## src/rtl/gx4000_asic_ram_arbiter_pkg.sv

```systemverilog
// Shared types and constants for the GX4000 Plus ASIC RAM arbiter.
package gx4000_asic_pkg;

    localparam int unsigned ASIC_AW     = 14;
    localparam logic [7:0]  LOCKED_DATA = 8'hFF;

    // Owner of a RAM slot; also the tag carried down the read pipeline.
    typedef enum logic [1:0] {
        OWN_NONE,
        OWN_VID,
        OWN_SPR,
        OWN_CPU
    } owner_t;

endpackage

```

## src/rtl/gx4000_asic_ram_arbiter_if.sv

```systemverilog
// Requester and RAM-side signal bundle for the ASIC RAM arbiter.
// The arbiter uses the slave modport; requesters and the RAM macro use master.
interface gx4000_asic_ram_arbiter_if;
    import gx4000_asic_pkg::*;

    logic               asic_unlocked;
    logic               vid_req;
    logic [ASIC_AW-1:0] vid_addr;
    logic               vid_rvalid;
    logic               spr_req;
    logic [ASIC_AW-1:0] spr_addr;
    logic               spr_ack;
    logic               spr_rvalid;
    logic               cpu_req;
    logic               cpu_we;
    logic [ASIC_AW-1:0] cpu_addr;
    logic [7:0]         cpu_wdata;
    logic               cpu_ack;
    logic               cpu_rvalid;
    logic [7:0]         rd_data;
    logic [ASIC_AW-1:0] ram_addr;
    logic               ram_rd;
    logic               ram_wr;
    logic [7:0]         ram_din;
    logic [7:0]         ram_q;

    modport slave (
        input  asic_unlocked, vid_req, vid_addr, spr_req, spr_addr,
        input  cpu_req, cpu_we, cpu_addr, cpu_wdata, ram_q,
        output vid_rvalid, spr_ack, spr_rvalid, cpu_ack, cpu_rvalid, rd_data,
        output ram_addr, ram_rd, ram_wr, ram_din
    );

    modport master (
        output asic_unlocked, vid_req, vid_addr, spr_req, spr_addr,
        output cpu_req, cpu_we, cpu_addr, cpu_wdata, ram_q,
        input  vid_rvalid, spr_ack, spr_rvalid, cpu_ack, cpu_rvalid, rd_data,
        input  ram_addr, ram_rd, ram_wr, ram_din
    );

endinterface

```

## src/rtl/gx4000_asic_ram_arbiter_prio.sv

```systemverilog
// Combinational grant selector: video > sprite > CPU, with the CPU masked
// while its ack is showing. A starved CPU (GX4000_ARB_STARVE_EN builds only)
// jumps ahead of the sprite but never ahead of video.
module gx4000_asic_ram_prio
    import gx4000_asic_pkg::*;
(
    input  logic   vid_req,
    input  logic   spr_req,
    input  logic   cpu_req,
    input  logic   cpu_mask,
    input  logic   starved,
    output owner_t grant
);

    logic cpu_pend;

    assign cpu_pend = cpu_req & ~cpu_mask;

    // Pick at most one owner for this cycle's slot
    always_comb begin
        grant = OWN_NONE;
        if (vid_req) begin
            grant = OWN_VID;
        end else if (cpu_pend && starved) begin
            grant = OWN_CPU;
        end else if (spr_req) begin
            grant = OWN_SPR;
        end else if (cpu_pend) begin
            grant = OWN_CPU;
        end
    end

endmodule

```

## src/rtl/gx4000_asic_ram_arbiter.sv

```systemverilog
// GX4000 Plus ASIC RAM arbiter top: registered RAM controls, acks and a
// 3-stage owner-tag/read-data pipeline (fixed 3-cycle read latency).
// Optional macro GX4000_ARB_STARVE_EN builds the CPU anti-starvation counter.
module gx4000_asic_ram_arbiter
    import gx4000_asic_pkg::*;
#(
    parameter int unsigned STARVE_LIMIT = 8
) (
    input logic                      clk_sys,
    input logic                      reset_n,
    gx4000_asic_ram_arbiter_if.slave bus
);

    if ((STARVE_LIMIT < 2) || (STARVE_LIMIT > 15)) begin : g_bad_limit
        $error("STARVE_LIMIT must be in 2..15");
    end

    owner_t             grant;
    logic               starved;

    logic [ASIC_AW-1:0] ram_addr;
    logic               ram_rd;
    logic               ram_wr;
    logic [7:0]         ram_din;
    logic               spr_ack;
    logic               cpu_ack;
    owner_t             tag1;
    logic               lock1;
    owner_t             tag2;
    logic               lock2;
    logic [7:0]         rd_data;
    logic               vid_rvalid;
    logic               spr_rvalid;
    logic               cpu_rvalid;

    gx4000_asic_ram_prio u_prio (
        .vid_req  (bus.vid_req),
        .spr_req  (bus.spr_req),
        .cpu_req  (bus.cpu_req),
        .cpu_mask (cpu_ack),
        .starved  (starved),
        .grant    (grant)
    );

`ifdef GX4000_ARB_STARVE_EN
    logic [3:0] age;
    logic       cpu_lost;

    // A live CPU request that lost this slot to the sprite
    assign cpu_lost = bus.cpu_req & ~cpu_ack & (grant == OWN_SPR);

    // Age the CPU request on each sprite win; cleared once the CPU is acked
    always_ff @(posedge clk_sys or negedge reset_n) begin
        if (!reset_n) begin
            age <= 4'd0;
        end else if (cpu_ack) begin
            age <= 4'd0;
        end else if (cpu_lost && (age != 4'hF)) begin
            age <= 4'(age + 4'd1);
        end
    end

    assign starved = (age >= 4'(STARVE_LIMIT));
`else
    assign starved = 1'b0;
`endif

    // Register the granted access onto the RAM port and raise the matching ack
    always_ff @(posedge clk_sys or negedge reset_n) begin
        if (!reset_n) begin
            ram_addr <= '0;
            ram_rd   <= 1'b0;
            ram_wr   <= 1'b0;
            ram_din  <= 8'h00;
            spr_ack  <= 1'b0;
            cpu_ack  <= 1'b0;
            tag1     <= OWN_NONE;
            lock1    <= 1'b0;
        end else begin
            ram_rd  <= 1'b0;
            ram_wr  <= 1'b0;
            spr_ack <= 1'b0;
            cpu_ack <= 1'b0;
            tag1    <= OWN_NONE;
            lock1   <= 1'b0;
            case (grant)
                OWN_VID: begin
                    ram_rd   <= 1'b1;
                    ram_addr <= bus.vid_addr;
                    tag1     <= OWN_VID;
                end
                OWN_SPR: begin
                    ram_rd   <= 1'b1;
                    ram_addr <= bus.spr_addr;
                    spr_ack  <= 1'b1;
                    tag1     <= OWN_SPR;
                end
                OWN_CPU: begin
                    cpu_ack <= 1'b1;
                    // Locked page: ack and answer reads, but keep the RAM untouched
                    if (bus.asic_unlocked) begin
                        ram_addr <= bus.cpu_addr;
                        if (bus.cpu_we) begin
                            ram_wr  <= 1'b1;
                            ram_din <= bus.cpu_wdata;
                        end else begin
                            ram_rd <= 1'b1;
                        end
                    end
                    if (!bus.cpu_we) begin
                        tag1  <= OWN_CPU;
                        lock1 <= ~bus.asic_unlocked;
                    end
                end
                default: ;
            endcase
        end
    end

    // Delay the tag one cycle so it lines up with ram_q
    always_ff @(posedge clk_sys or negedge reset_n) begin
        if (!reset_n) begin
            tag2  <= OWN_NONE;
            lock2 <= 1'b0;
        end else begin
            tag2  <= tag1;
            lock2 <= lock1;
        end
    end

    // Capture read data and steer the single rvalid for its owner
    always_ff @(posedge clk_sys or negedge reset_n) begin
        if (!reset_n) begin
            rd_data    <= 8'h00;
            vid_rvalid <= 1'b0;
            spr_rvalid <= 1'b0;
            cpu_rvalid <= 1'b0;
        end else begin
            vid_rvalid <= (tag2 == OWN_VID);
            spr_rvalid <= (tag2 == OWN_SPR);
            cpu_rvalid <= (tag2 == OWN_CPU);
            if (tag2 != OWN_NONE) begin
                rd_data <= lock2 ? LOCKED_DATA : bus.ram_q;
            end
        end
    end

    assign bus.ram_addr   = ram_addr;
    assign bus.ram_rd     = ram_rd;
    assign bus.ram_wr     = ram_wr;
    assign bus.ram_din    = ram_din;
    assign bus.spr_ack    = spr_ack;
    assign bus.cpu_ack    = cpu_ack;
    assign bus.rd_data    = rd_data;
    assign bus.vid_rvalid = vid_rvalid;
    assign bus.spr_rvalid = spr_rvalid;
    assign bus.cpu_rvalid = cpu_rvalid;

endmodule

```

## src/flat_wrapper.sv

```systemverilog
// flat-port wrapper written by rule: the top's interface ports become plain ports
module gx4000_asic_ram_arbiter_flat import gx4000_asic_pkg::*;
#(
    parameter int unsigned STARVE_LIMIT = 8
)
  (clk_sys, reset_n, bus_asic_unlocked, bus_vid_req, bus_vid_addr, bus_spr_req, bus_spr_addr, bus_cpu_req, bus_cpu_we, bus_cpu_addr, bus_cpu_wdata, bus_ram_q, bus_vid_rvalid, bus_spr_ack, bus_spr_rvalid, bus_cpu_ack, bus_cpu_rvalid, bus_rd_data, bus_ram_addr, bus_ram_rd, bus_ram_wr, bus_ram_din);
  gx4000_asic_ram_arbiter_if bus_i ();
  input logic clk_sys;
  input logic reset_n;
  input wire logic [$bits(bus_i.asic_unlocked)-1:0] bus_asic_unlocked;
  input wire logic [$bits(bus_i.vid_req)-1:0] bus_vid_req;
  input wire logic [$bits(bus_i.vid_addr)-1:0] bus_vid_addr;
  input wire logic [$bits(bus_i.spr_req)-1:0] bus_spr_req;
  input wire logic [$bits(bus_i.spr_addr)-1:0] bus_spr_addr;
  input wire logic [$bits(bus_i.cpu_req)-1:0] bus_cpu_req;
  input wire logic [$bits(bus_i.cpu_we)-1:0] bus_cpu_we;
  input wire logic [$bits(bus_i.cpu_addr)-1:0] bus_cpu_addr;
  input wire logic [$bits(bus_i.cpu_wdata)-1:0] bus_cpu_wdata;
  input wire logic [$bits(bus_i.ram_q)-1:0] bus_ram_q;
  output wire logic [$bits(bus_i.vid_rvalid)-1:0] bus_vid_rvalid;
  output wire logic [$bits(bus_i.spr_ack)-1:0] bus_spr_ack;
  output wire logic [$bits(bus_i.spr_rvalid)-1:0] bus_spr_rvalid;
  output wire logic [$bits(bus_i.cpu_ack)-1:0] bus_cpu_ack;
  output wire logic [$bits(bus_i.cpu_rvalid)-1:0] bus_cpu_rvalid;
  output wire logic [$bits(bus_i.rd_data)-1:0] bus_rd_data;
  output wire logic [$bits(bus_i.ram_addr)-1:0] bus_ram_addr;
  output wire logic [$bits(bus_i.ram_rd)-1:0] bus_ram_rd;
  output wire logic [$bits(bus_i.ram_wr)-1:0] bus_ram_wr;
  output wire logic [$bits(bus_i.ram_din)-1:0] bus_ram_din;
  assign bus_i.asic_unlocked = bus_asic_unlocked;
  assign bus_i.vid_req = bus_vid_req;
  assign bus_i.vid_addr = bus_vid_addr;
  assign bus_i.spr_req = bus_spr_req;
  assign bus_i.spr_addr = bus_spr_addr;
  assign bus_i.cpu_req = bus_cpu_req;
  assign bus_i.cpu_we = bus_cpu_we;
  assign bus_i.cpu_addr = bus_cpu_addr;
  assign bus_i.cpu_wdata = bus_cpu_wdata;
  assign bus_i.ram_q = bus_ram_q;
  assign bus_vid_rvalid = bus_i.vid_rvalid;
  assign bus_spr_ack = bus_i.spr_ack;
  assign bus_spr_rvalid = bus_i.spr_rvalid;
  assign bus_cpu_ack = bus_i.cpu_ack;
  assign bus_cpu_rvalid = bus_i.cpu_rvalid;
  assign bus_rd_data = bus_i.rd_data;
  assign bus_ram_addr = bus_i.ram_addr;
  assign bus_ram_rd = bus_i.ram_rd;
  assign bus_ram_wr = bus_i.ram_wr;
  assign bus_ram_din = bus_i.ram_din;
  gx4000_asic_ram_arbiter #(.STARVE_LIMIT(STARVE_LIMIT)) u_core (.clk_sys(clk_sys), .reset_n(reset_n), .bus(bus_i));
endmodule
```

## config.mk

```make
export PLATFORM = sky130hd
export DESIGN_NAME = gx4000_asic_ram_arbiter_flat
export DESIGN_NICKNAME = d
export VERILOG_FILES = /design/src/rtl/gx4000_asic_ram_arbiter_pkg.sv /design/src/rtl/gx4000_asic_ram_arbiter_if.sv /design/src/rtl/gx4000_asic_ram_arbiter_prio.sv /design/src/rtl/gx4000_asic_ram_arbiter.sv /design/src/flat_wrapper.sv
export SDC_FILE = /design/constraint.sdc
export NUM_CORES = 1
export LEC_CHECK = 0
export BUFFER_PORTS_ARGS = -buffer_cell sky130_fd_sc_hd__buf_2
export CORE_MARGIN = 3
export CORE_UTILIZATION = 40
export CTS_CLUSTER_SIZE = 20
export DETAILED_ROUTE_END_ITERATION = 7
export PLACE_DENSITY = 0.73
export SETUP_SLACK_MARGIN = 0.4
export SLEW_MARGIN = 20
export SYNTH_ARGS = -nofsm -noshare
export SYNTH_HDL_FRONTEND = slang
export SYNTH_SLANG_ARGS = --single-unit
```

## constraint.sdc

```tcl
create_clock -name clk_sys -period 1.48 [get_ports clk_sys]
set_input_delay 0.074 -clock clk_sys [delete_from_list [all_inputs] [get_ports clk_sys]]
set_output_delay 0.074 -clock clk_sys [all_outputs]
set_load 0.01 [all_outputs]
```

==> impl_metrics.csv <==
group,metric,value,unit
floorplanning,dieArea,0.00655,mm2
power,powerDensity,1010,mW/mm2
logic_synthesis,ys_ff_latch,43,
cts,clock_path_buffers,2,
outcome,violations,"setup timing",
logic_synthesis,netlist.area_leader.share,47.9,%
logic_synthesis,synthTopCellsByArea,"dfrtp_1, o41ai_2, or4b_1",
floorplanning,core-area,0.00527,mm2
timing,slew_violations,0,
logic_synthesis,yosys_most_used_dff,"dfrtp_1",
critical_path,worstPathMaxFanout,5,
global_route,antenna_found_initial,0,
power,power_switching,0.000834,W
cts,clk_latency,0.29,ns
final_layout,diodes,0,
logic_synthesis,synthesis.area,0.00225,mm2
logic_synthesis,syn_area_per_cell,10.9,um2
critical_path,r2r-end,"u_core.bus.ram_addr[2]$_DFFE_PN0P_",
detailed_routing,drc,0,
critical_path,reg2reg_from,"u_core.bus.cpu_ack$_DFF_PN0_",
timing,fin_worst_skew,0.00274,ns
hold_path,hold_depth,2,
run,cap_violations,0,
timing,slew_headroom,77.4,%
global_route,grt_usage,18.3,%
placed_design,portBuffers,101,
hold_path,holdPathEnd,"u_core.bus.ram_din[6]$_DFFE_PN0P_",
power,clock_power_share,33.1,%
timing,worst_slew_pin_slew,0.338,ns
placed_design,placed_area,0.00287,mm2
critical_path,crit_family,"simple AND/OR/NAND/NOR gates",
logic_synthesis,netlist_instances,207,
timing,setup_viol,1,
logic_synthesis,synth_warnings,0,
cts,cts.sinks,43,
power,intPower,0.00238,W
timing,fin_crit_sh,102,%
logic_synthesis,synth_area_leader_cell,"dfrtp_1",
final_layout,synthToLayoutAreaGrowth,41.5,%
critical_path,slowest_delay,0.50,ns
logic_synthesis,syn_nets,272,
cts,cts_tree,"yes",
power,comb_power_share,23.6,%
logic_synthesis,synth_edf_count,0,
critical_path,critPathLaunchType,"register",
logic_synthesis,ys_types,25,
detailed_routing,wire_per_inst,15.6,um
placed_design,place_ws,0.00247,ns
power,swShare,25.9,%
detailed_routing,via_per_inst,5.24,
critical_path,end_kind,"register",
cts,htreeDepth,2,
critical_path,slowest_stage,"or4b_1",
detailed_routing,drtIter0Drc,63,
logic_synthesis,post-synth-top-count-cell,"dfrtp_1",
floorplanning,initial_utilization,42.6,%
final_layout,nets,381,
floorplanning,die_w,81.0,um
global_route,grt_pass1_wl,9290,um
final_layout,drive_gt1_share,55.5,%
final_layout,final_area,0.00318,mm2
cts,clkTransAtPathRegs,0.08,ns
detailed_routing,wl,6020,um
placed_design,dpl.hpwl,4150,um
detailed_routing,antenna_left,0,
hold_path,hold_class,"input port to register",
floorplanning,die_h,81.0,um
global_route,grt-ovfl-total,0,
placed_design,place_congestion,0.768,
logic_synthesis,async_flop_share,100,%
detailed_routing,vias,2026,
floorplanning,fp-row-count,26,
floorplanning,io_pins,102,
critical_path,r2r_slack,-0.03,ns
timing,min_period,1.51,ns
cts,clockRootBuffer,"clkbuf_8",
timing,timing.fmax,0.664,GHz
hold_path,hold_start,"bus_cpu_wdata[6]",
critical_path,path_class,"register to register",
critical_path,path_buf_inv,1,
critical_path,worstPathRequired,1.65,ns
critical_path,worstSetupStartpoint,"u_core.bus.cpu_ack$_DFF_PN0_",
logic_synthesis,synth_common_cells,"dfrtp_1, a21oi_1, nor2b_1, nor2_1, nand2b_1",
timing,fin_ws,-0.0258,ns
power,seqPwrFrac,43.4,%
critical_path,arrival,1.68,ns
cts,cts_buffers,5,
timing,tns,-0.0258,ns
global_route,first_global_vias,1896,
power,cellLeakagePower,1.49,nW
global_route,grt_max_degree,31,
critical_path,reg2reg_depth,4,
detailed_routing,drt_pre_antenna_iters,4,
timing,rsz0062_at_grt,"true",
timing,hold_viol,0,
power,peakVddDrop,0.501,mV
logic_synthesis,yosysSeqAreaShare,47.9,%
critical_path,crit_chain,"buf_6, or4b_1, a21oi_2, o41ai_2",
outcome,status,"finished with violations",
-- cells by family (layout without fill, tap and decap cells) --
family | Yosys count | in the layout | synth area share, %
AND/OR/NAND/NOR | 101 | 103 | 28.0
flip-flops | 43 | 43 | 47.9
AO/OA/AOI/OAI | 37 | 37 | 13.9
buffers and inverters | 18 | 126 | 4.84
multiplexers | 8 | 8 | 5.35
-- power by group through the flow --
| stage | Clock (W) | Sequential [W] | Combinational [W] |
|---|---|---|---|
| 2_1_floorplan | 0 | 0.00148 | 0.000337 |
| 3_3_place_gp | 0 | 0.00142 | 0.000697 |
| 3_5_place_dp | 0 | 0.00142 | 0.000715 |
| 4_1_cts | 0.00109 | 0.00139 | 0.000758 |
| 5_1_grt | 0.00115 | 0.00141 | 0.000830 |
| 6_report | 0.00106 | 0.00140 | 0.000758 |
-- worst reg2reg max path, cell delays in order (launching register included) --
cell	delay, ns
dfrtp_2	0.46
buf_6	0.14
or4b_1	0.50
a21oi_2	0.18
o41ai_2	0.10
-- cell usage in the layout, fill, tap and decap left out, types with 2 or more instances in the layout --
master,instances
nor2b_1,17
dfrtp_1,42
mux2_4,8
nor2_1,16
nor2_2,2
clkbuf_8,5
a21oi_2,12
buf_2,100
nand3_1,14
or4b_4,9
buf_4,7
nand2b_1,16
o41ai_2,14
nor3_1,14
buf_6,8
bufinv_16,2
and4_4,2
or4b_1,5
or2_4,2
a21oi_1,10
and2_1,2
dlygate4sd3_1,2
-- registers in the layout, summed over array words and instances, names as in the netlist --
signal,flops
u_core.bus.ram_addr,14
u_core.lock2,1
u_core.bus.vid_rvalid,1
u_core.bus.ram_wr,1
u_core.bus.spr_rvalid,1
u_core.bus.ram_rd,1
u_core.tag2,2
u_core.lock1,1
u_core.bus.ram_din,8
u_core.bus.cpu_ack,1
u_core.bus.spr_ack,1
u_core.bus.rd_data,8
u_core.bus.cpu_rvalid,1
u_core.tag1,2
-- repair_timing --
action,4_1_cts,5_1_grt
endpoints found under the setup margin,29,30
gates resized for setup,25,5
cloned,1,1
pin swaps,21,11
setup buffers,4,1
hold buffers,1,1
endpoints found under the hold margin,13,1
-- worst max-delay path by stage --
stage / end / depth (start not counted)
2_1_floorplan: u_core.bus.ram_din[0]$_DFFE_PN0P_ / 5
3_3_place_gp: u_core.bus.ram_din[6]$_DFFE_PN0P_ / 3
3_5_place_dp: u_core.bus.ram_din[4]$_DFFE_PN0P_ / 3
4_1_cts: u_core.bus.ram_addr[13]$_DFFE_PN0P_ / 4
5_1_grt: u_core.bus.ram_addr[2]$_DFFE_PN0P_ / 4
6_report: u_core.bus.ram_addr[2]$_DFFE_PN0P_ / 4
-- stage by stage --
stage	hold WS (ns)	utilization [%]	total power (W)	std cells
floorplan	-0.222	-	0.00181	207
global placement	-0.0168	54.4	0.00211	370
detailed placement	-0.00364	54.4	0.00213	370
CTS	0.00564	59.6	0.00324	384
global route	0.00221	60.3	0.00339	387
finish	0.0155	60.3	0.00322	387
-- metal layers --
metal / track usage, % / share of wire, % / vias to the layer above / wire [um]
met1: 25.6 / 44 / 964 / 2630
met2: 28.7 / 47 / 91 / 2840
met5: 0 / 0 / - / 0
li1: - / - / 966 / -
met4: 3.55 / 0.66 / 0 / 40
met3: 4.88 / 8.5 / 5 / 514
-- cell type report --
type | count | area [um2]
fill | 465 | 2090
clock buffer | 6 | 72.6
timing repair buffer | 118 | 683
multi-input combinational | 148 | 1200
clock inverter | 2 | 60.1
tap | 70 | 87.6
sequential | 43 | 1080
(Power assumes the default switching activity.)
